`config.mk`:
```
export PLATFORM = sky130hd
export DESIGN_NAME = seq_divider
export DESIGN_NICKNAME = d
export VERILOG_FILES = /design/src/rtl/seq_divider.sv
export SDC_FILE = /design/constraint.sdc
export NUM_CORES = 1
export LEC_CHECK = 0
export CORE_MARGIN = 2
export CORE_UTILIZATION = 30
export DETAILED_ROUTE_END_ITERATION = 8
export GPL_TIMING_DRIVEN = 0
export PLACE_DENSITY = 0.48
export SLEW_MARGIN = 20
export SYNTH_ARGS = -nofsm -noshare
export SYNTH_HDL_FRONTEND = slang
export SYNTH_SLANG_ARGS = --single-unit
```
`constraint.sdc`:
```
create_clock -name clk -period 4.25 [get_ports clk]
set_input_delay 0.6375 -clock clk [delete_from_list [all_inputs] [get_ports clk]]
set_output_delay 0.6375 -clock clk [all_outputs]
set_load 0.1 [all_outputs]
```
`src/rtl/seq_divider.sv`:
```
// Multicycle signed divider: restoring division on operand magnitudes, one bit per clock,
// with a final sign-fix cycle before the quotient/remainder land on lo/hi.
module seq_divider #(
    parameter int WIDTH = 32
) (
    input  logic             clk,
    input  logic             reset,
    input  logic             start,
    input  logic [WIDTH-1:0] dividend,
    input  logic [WIDTH-1:0] divisor,
    output logic [WIDTH-1:0] hi,
    output logic [WIDTH-1:0] lo,
    output logic             busy,
    output logic             done,
    output logic             div_zero
);
    localparam int CW = $clog2(WIDTH + 1);

    typedef enum logic [1:0] {IDLE, CALC, FIX, DONE} state_t;

    state_t           state_q, state_d;
    logic [WIDTH-1:0] rem_q, rem_d;
    logic [WIDTH-1:0] quo_q, quo_d;
    logic [WIDTH-1:0] dvs_q, dvs_d;
    logic [WIDTH-1:0] hi_q, hi_d;
    logic [WIDTH-1:0] lo_q, lo_d;
    logic             sgn_quo_q, sgn_quo_d;
    logic             sgn_rem_q, sgn_rem_d;
    logic             dz_q, dz_d;
    logic [CW-1:0]    cnt_q, cnt_d;

    logic [WIDTH-1:0] a_mag, b_mag, diff;
    logic [WIDTH:0]   shifted;
    logic             ge;

    // Magnitudes fit unsigned WIDTH bits, including the most negative value.
    assign a_mag = dividend[WIDTH-1] ? -dividend : dividend;
    assign b_mag = divisor[WIDTH-1]  ? -divisor  : divisor;

    // The shifted partial remainder needs one extra bit before the compare.
    assign shifted = {rem_q, quo_q[WIDTH-1]};
    assign ge      = shifted >= {1'b0, dvs_q};
    assign diff    = shifted[WIDTH-1:0] - dvs_q;

    always_comb begin
        state_d   = state_q;
        rem_d     = rem_q;
        quo_d     = quo_q;
        dvs_d     = dvs_q;
        hi_d      = hi_q;
        lo_d      = lo_q;
        sgn_quo_d = sgn_quo_q;
        sgn_rem_d = sgn_rem_q;
        dz_d      = dz_q;
        cnt_d     = cnt_q;
        case (state_q)
            IDLE: begin
                if (start) begin
                    if (divisor == '0) begin
                        dz_d    = 1'b1;
                        state_d = DONE;
                    end else begin
                        dz_d      = 1'b0;
                        rem_d     = '0;
                        quo_d     = a_mag;
                        dvs_d     = b_mag;
                        sgn_quo_d = dividend[WIDTH-1] ^ divisor[WIDTH-1];
                        sgn_rem_d = dividend[WIDTH-1];
                        cnt_d     = '0;
                        state_d   = CALC;
                    end
                end
            end
            CALC: begin
                if (ge) begin
                    rem_d = diff;
                    quo_d = {quo_q[WIDTH-2:0], 1'b1};
                end else begin
                    rem_d = shifted[WIDTH-1:0];
                    quo_d = {quo_q[WIDTH-2:0], 1'b0};
                end
                cnt_d = cnt_q + 1'b1;
                if (cnt_q == CW'(WIDTH - 1)) state_d = FIX;
            end
            FIX: begin
                lo_d    = sgn_quo_q ? -quo_q : quo_q;
                hi_d    = sgn_rem_q ? -rem_q : rem_q;
                state_d = DONE;
            end
            DONE: state_d = IDLE;
            default: state_d = IDLE;
        endcase
    end

    always_ff @(posedge clk or negedge reset) begin
        if (!reset) begin
            state_q   <= IDLE;
            rem_q     <= '0;
            quo_q     <= '0;
            dvs_q     <= '0;
            hi_q      <= '0;
            lo_q      <= '0;
            sgn_quo_q <= 1'b0;
            sgn_rem_q <= 1'b0;
            dz_q      <= 1'b0;
            cnt_q     <= '0;
        end else begin
            state_q   <= state_d;
            rem_q     <= rem_d;
            quo_q     <= quo_d;
            dvs_q     <= dvs_d;
            hi_q      <= hi_d;
            lo_q      <= lo_d;
            sgn_quo_q <= sgn_quo_d;
            sgn_rem_q <= sgn_rem_d;
            dz_q      <= dz_d;
            cnt_q     <= cnt_d;
        end
    end

    assign hi       = hi_q;
    assign lo       = lo_q;
    assign div_zero = dz_q;
    assign busy     = (state_q == CALC) || (state_q == FIX);
    assign done     = (state_q == DONE);

endmodule

```
==> summary.md, run 1 <==
| Metric | Value |
|---|---|
| Floorplan die area | 39,100 µm² |
| Clock transition at the registers of the reported paths | 0.07 ns |
| Proportion of synthesized flip-flops having asynchronous set or reset | 1.00 |
| Status | completed |
| Yosys warnings | 0 |
| Post-Synthesis Cell Area | 11,300 µm² |
| Mapped Nets | 1,418 |
| Pwr Density | 907 nW/µm² |
| Worst-skew pair later-pin latency | 0.44 ns |
| Top post-synthesis cells by count | 171 x dfrtp_1, 142 x nand2_1, 124 x a21oi_1 |
| Routed length per instance | 18.0 µm |
| Sinks on the clock net | 171 |
| Final critical delay including setup and external delays | 3.79 ns |
| Core utilization of the finished layout | 0.376 |
| Wire length of the first global-routing pass | 55,400 µm |
| Hold buffers post-CTS | 0 |
| Pre-Repair DR Iteration Count | 5 |
| Number of top-level pins | 134 |
| Transition time at the pin with the least slew margin | 1.01 ns |
| Initial core utilization | 0.306 |
| Detail Route Antenna Nets | 0 |
| DRT iter0 DRCs | 630 |
| Synthesis-to-finish area growth | 22.6% |
| Routability Congestion | 0.872 |
| Leakage power | 5.98 nW |
| Total clock buffers created by CTS | 17 |
| Via-to-Cell Ratio | 5.14 |
| CTS Buffer Depth | 2 |
| Detailed-routed wire length on met3 | 1570 µm |
| Max-Cap Viols | 0 |
| Post_cts resized | 0 |
| Max rail drop VDD | 283 µV |
| Filler Cells Inserted | 3,848 |
| Overall routed net length | 35,000 µm |
| Antenna fix cells | 0 |
| Commonest register cell after synthesis | dfrtp_1 |
| Final worst clock skew | 0.0101 ns |
| Critical setup path kind | in2reg |
| Max Transition Viols Final | 0 |
| Setup Viol. Count Final | 0 |
| Max layer used | met4 |
| Kind of start point of the critical path | input pin |
| Class of the most critical hold timing path | in2async |
| Cell type contributing the most total cell area after synthesis | dfrtp_1 |
| Synthesized flop and latch total | 171 |
| Number of buffers added on ports | 133 |
| Share of cells above drive strength 1 | 0.0563 |
| Average instance area after synthesis | 8.62 µm² |
| DRC | 0 |
| Die Width | 198 µm |
| Number of enable flip-flop cells after synthesis | 0 |
| Placement Rows | 70 |
| Die height | 198 µm |
| Antenna violations before repair | 0 |
| Root Buffer | clkbuf_16 |
| Sort of element at the end of the critical path | flop |
| Mapped Cells | 1,308 |
| Met2 wire len | 14,700 µm |
| Crit share post-route | 0.892 |
| Final HPWL from detailed placement | 27,700 µm |
| Number of unique standard cell types used by synthesis | 75 |
| Worst-path maximum fanout | 10 |
| Most frequent cell after synthesis | dfrtp_1 |
| Number of global-route vias before repair | 9,563 |
| DR vias | 9,994 |
| H-tree level count | 4 |
| Final Power | 12.5 mW |
| Worst slew margin | 0.326 |
| Total global-route track usage | 0.181 |
| Area fraction of the dominant cell type after synthesis | 0.380 |
| M1 WL | 18,400 µm |
| Area of the multi-input gates | 6480 µm² |
| Global route total overflow | 0 |
| Cell types with the largest area share after synthesis | dfrtp_1 38%, xor2_1 8.4%, a21oi_1 5.5% |
| Sequential cell area fraction in the yosys report | 0.380 |
| Footprint of the flip-flops and latches | 4280 µm² |
| Achievable clock frequency | 264 MHz |
| Data arrival time of the critical path | 4.10 ns |
| Pin count of the biggest net entering global routing | 66 |
| Setup repair after global routing missed its margin | no |
| Net count of the finished layout | 1,572 |
| Final Hold Vio Count | 0 |
| TritonCTS clock tree | yes |
| Total setup buffers inserted after CTS | 0 |
| Std-Cell Core Area | 36,800 µm² |
| Data required, critical path | 4.56 ns |
logic make-up (layout without fill, tap and decap cells):
logic type,count (synthesis),after routing,share of synthesized area
AO/OA/AOI/OAI,390,390,0.214
multiplexers,34,34,0.0313
AND/OR/NAND/NOR,395,395,0.166
flip-flops,171,171,0.380
adder cells (fa/ha/maj),43,43,0.0484
XOR/XNOR,149,149,0.116
buffers and inverters,126,293,0.0452
through the flow:
stage                     instance area, µm²  hold slack (ns)  TNS [ns]  cells  setup WS (ns)
final                                  13800           0.0917         0   1943          0.459
after CTS                              13800           0.0959         0   1943          0.437
after detailed placement               13200            0.471   -0.0409   1911        -0.0193
after global placement                 13200            0.464   -842.38   1909          -4.96
after floorplan                        11300            0.342         0   1308           1.37
after global routing                   13800            0.107         0   1943          0.136
registers in the layout (all words and copies together) (netlist names), 2 cells and up:
signal,flops
rem_q,32
hi,32
quo_q,32
cnt_q,6
lo,32
dvs_q,32
state_q,2
path summary, 6_finish.rpt:
check                                            from                    end  slack (ns)  depth (start not counted)
worst max-delay path                       divisor[2]   rem_q[3]$_DFFE_PN0P_        0.46                         10
worst min-delay path                            reset  dvs_q[30]$_DFFE_PN0P_        0.09                          1
worst max register to register  rem_q[21]$_DFFE_PN0P_  rem_q[19]$_DFFE_PN0P_        0.49                         11
worst min register to register  dvs_q[16]$_DFFE_PN0P_  dvs_q[16]$_DFFE_PN0P_        0.48                          2
max in group asynchronous                       reset  quo_q[23]$_DFFE_PN0P_        3.47                          2
min in group clk                dvs_q[16]$_DFFE_PN0P_  dvs_q[16]$_DFFE_PN0P_        0.48                          2
placed cells by master (no fill, tap or decap), types with 5 or more instances in the layout:
| cell type | instances |
|---|---|
| o21ai_0 | 97 |
| a21o_1 | 11 |
| dfrtp_1 | 171 |
| buf_1 | 6 |
| nor2b_1 | 5 |
| mux2_2 | 9 |
| nand4_1 | 9 |
| nor2_1 | 119 |
| nand2_1 | 142 |
| mux2i_1 | 24 |
| inv_6 | 6 |
| o21bai_1 | 5 |
| or3_1 | 10 |
| nor3_1 | 16 |
| or2_2 | 8 |
| or4_1 | 14 |
| o311ai_0 | 8 |
| o311ai_1 | 6 |
| clkdlybuf4s50_1 | 132 |
| clkbuf_16 | 17 |
| buf_2 | 5 |
| o41ai_1 | 19 |
| nand2b_1 | 10 |
| ha_1 | 42 |
| a21oi_1 | 124 |
| a32oi_1 | 10 |
| inv_1 | 60 |
| xnor2_1 | 41 |
| buf_4 | 8 |
| o21ai_1 | 30 |
| nand3_1 | 25 |
| clkbuf_1 | 46 |
| and3_1 | 5 |
| nor4_1 | 10 |
| xor2_1 | 108 |
| o31ai_1 | 38 |
| o21a_1 | 7 |
where the power goes:
part           total, mW  switching (mW)  internal, mW
clock               1.55           0.765         0.783
combinational       7.93            5.56          2.37
sequential          3.05           0.717          2.34
layout make-up:
type	instances	share of cell area
repair buffers	135	0.101
flip-flops and latches	171	0.310
multi-input cells	1011	0.469
well taps	468	0.0424
inverters	61	0.0166
plain buffers	65	0.0203
clock buffers	17	0.0308
clock inverters	15	0.0109
layer usage:
layer | global-route usage | vias to the layer above
met4 | 0.0409 | 0
met5 | 0 | -
met1 | 0.282 | 4784
met2 | 0.264 | 230
met3 | 0.0228 | 16
li1 | - | 4964
critical path, cell delays in order:
cell and delay [ns]:
clkdlybuf4s50_1 0.49, nor4_1 0.62, nor3b_1 0.56, nand4_2 0.38
o21bai_2 0.41, a21boi_2 0.33, buf_4 0.25, buf_4 0.21
nand2_1 0.07, o311ai_0 0.11
(Power assumes the default switching activity.)
==> run 2: changes to the inputs <==
--- a/config.mk
+++ b/config.mk
@@ -5,11 +5,11 @@
 export SDC_FILE = /design/constraint.sdc
 export NUM_CORES = 1
 export LEC_CHECK = 0
-export CORE_MARGIN = 2
-export CORE_UTILIZATION = 30
+export CORE_MARGIN = 1
+export CORE_UTILIZATION = 38
 export DETAILED_ROUTE_END_ITERATION = 8
 export GPL_TIMING_DRIVEN = 0
-export PLACE_DENSITY = 0.48
+export PLACE_DENSITY = 0.58
 export SLEW_MARGIN = 20
 export SYNTH_ARGS = -nofsm -noshare
 export SYNTH_HDL_FRONTEND = slang
==> summary.md, run 2 (synthesis results as in run 1) <==
| Metric | Value |
|---|---|
| Status | completed |
| Setup Viol. Count Final | 0 (unchanged) |
| Data arrival time of the critical path | 4.08 ns (-0.02 ns) |
| Data required, critical path | 4.53 ns (-0.03 ns) |
| Final worst clock skew | 0.0145 ns (+0.00437 ns) |
| Die Width | 174 µm (-12%) |
| Sort of element at the end of the critical path | flop |
| Global route total overflow | 0 (unchanged) |
| Filler Cells Inserted | 2,844 (-26%) |
| Final setup TNS | 0 ns (unchanged) |
| Post_cts resized | 0 (unchanged) |
| Kind of start point of the critical path | input pin |
| Routability Congestion | 0.902 (+3.4%) |
| Via-to-Cell Ratio | 5.40 (+5.0%) |
| Antenna fix cells | 0 (unchanged) |
| Max Transition Viols Final | 0 (unchanged) |
| Die height | 174 µm (-12%) |
| Crit share post-route | 0.893 (about the same) |
| Number of top-level pins | 134 (unchanged) |
| Antenna violations before repair | 0 (unchanged) |
| DRT iter0 DRCs | 793 (+26%) |
| Critical setup path kind | in2reg |
| Transition time at the pin with the least slew margin | 0.993 ns (-0.0141 ns) |
| Worst-skew pair later-pin latency | 0.44 ns (about the same) |
| Placed instance area | 13,100 µm² (-1.0%) |
| Class of the most critical hold timing path | in2async |
| TritonCTS clock tree | yes |
| Root Buffer | clkbuf_16 |
| Wire length of the first global-routing pass | 53,400 µm (-3.6%) |
| H-tree level count | 4 (unchanged) |
| Most frequent cells in the layout | 171 x dfrtp_1, 142 x nand2_1, 132 x clkdlybuf4s50_1 |
| Hold buffers post-CTS | 0 (unchanged) |
| Worst-path maximum fanout | 10 (unchanged) |
| Area of the multi-input gates | 6480 µm² (unchanged) |
| CTS Buffer Depth | 2 (unchanged) |
| Synthesis-to-finish area growth | 21.7% |
| Floorplan die area | 30,400 µm² (-22%) |
| Std-Cell Core Area | 28,900 µm² (-21%) |
| Initial core utilization | 0.390 (+0.0831) |
| Final HPWL from detailed placement | 26,000 µm (-5.9%) |
| Final critical delay including setup and external delays | 3.79 ns (+0.00347 ns) |
| Overall routed net length | 33,300 µm (-4.7%) |
| Placement Rows | 62 (-11%) |
| Detail Route Antenna Nets | 0 (unchanged) |
| Net count of the finished layout | 1,571 (-0.064%) |
| Footprint of the flip-flops and latches | 4280 µm² (unchanged) |
| Total setup buffers inserted after CTS | 0 (unchanged) |
| DR vias | 10,000 (+0.41%) |
| Pin count of the biggest net entering global routing | 95 (+44%) |
| Max-Cap Viols | 0 (unchanged) |
| Share of cells above drive strength 1 | 0.0556 (-0.000640) |
| Final standard cell area without fillers | 13,700 µm² (-0.75%) |
| Number of buffers added on ports | 133 (unchanged) |
| Final Hold Vio Count | 0 (unchanged) |
| Number of global-route vias before repair | 9,517 (-0.48%) |
| Routed length per instance | 17.9 µm (-0.34%) |
| Sinks on the clock net | 171 (unchanged) |
| Achievable clock frequency | 264 MHz (about the same) |
| Worst slew margin | 0.336 (+0.00945) |
| Total clock buffers created by CTS | 17 (unchanged) |
| Clock transition at the registers of the reported paths | 0.07 ns (about the same) |
| Most common cell after layout, fill and taps aside | dfrtp_1 |
| DRC | 0 (unchanged) |
| Pre-Repair DR Iteration Count | 5 (unchanged) |
| Setup repair after global routing missed its margin | no |
| Total global-route track usage | 0.224 (+0.0431) |
==> run 2: layer usage <==
layer	vias to the layer above	part of all wire	GRT usage
li1	4979	-	-
met1	4802	0.52	0.351
met2	232	0.42	0.318
met3	22	0.046	0.0363
met4	0	0.013	0.0490
met5	-	0	0
==> run 2: worst max-delay path, stage by stage <==
cell             delay, ns
clkdlybuf4s50_1       0.48
nor4_1                0.60
nor3b_1               0.51
nand4_2               0.36
o211ai_1              0.74
clkbuf_1              0.52
o21ai_0               0.20
==> run 2: final timing paths <==
kind | from | end | slack, ns | cells past startpoint
worst max-delay path | divisor[2] | rem_q[23]$_DFFE_PN0P_ | 0.46 | 7
worst min-delay path | reset | hi[21]$_DFFE_PN0P_ | 0.14 | 1
worst max register to register | rem_q[21]$_DFFE_PN0P_ | rem_q[31]$_DFFE_PN0P_ | 0.53 | 10
worst min register to register | dvs_q[17]$_DFFE_PN0P_ | dvs_q[17]$_DFFE_PN0P_ | 0.48 | 2
max in group asynchronous | reset | dvs_q[17]$_DFFE_PN0P_ | 3.21 | 2
min in group clk | dvs_q[17]$_DFFE_PN0P_ | dvs_q[17]$_DFFE_PN0P_ | 0.48 | 2
==> run 2: cell type report <==
cell class / instances / share of cell area
flip-flops and latches: 171 / 0.312
inverters: 61 / 0.0167
clock inverters: 15 / 0.0130
clock buffers: 17 / 0.0310
well taps: 384 / 0.0350
repair buffers: 134 / 0.0994
plain buffers: 65 / 0.0204
multi-input cells: 1011 / 0.473
==> run 2: through the flow <==
step	utilization	std cells	hold slack (ns)	setup WS (ns)
6_report	0.474	1858	0.144	0.456
2_1_floorplan	-	1308	0.342	1.37
4_1_cts	0.474	1858	0.185	0.442
3_5_place_dp	0.453	1826	0.472	0.0175
5_1_grt	0.474	1858	0.193	0.246
3_3_place_gp	0.452	1825	0.464	-4.72
Power of run 2 is not shown: default switching activity piles up to over one toggle a cycle in this logic, so the estimate is an artifact.
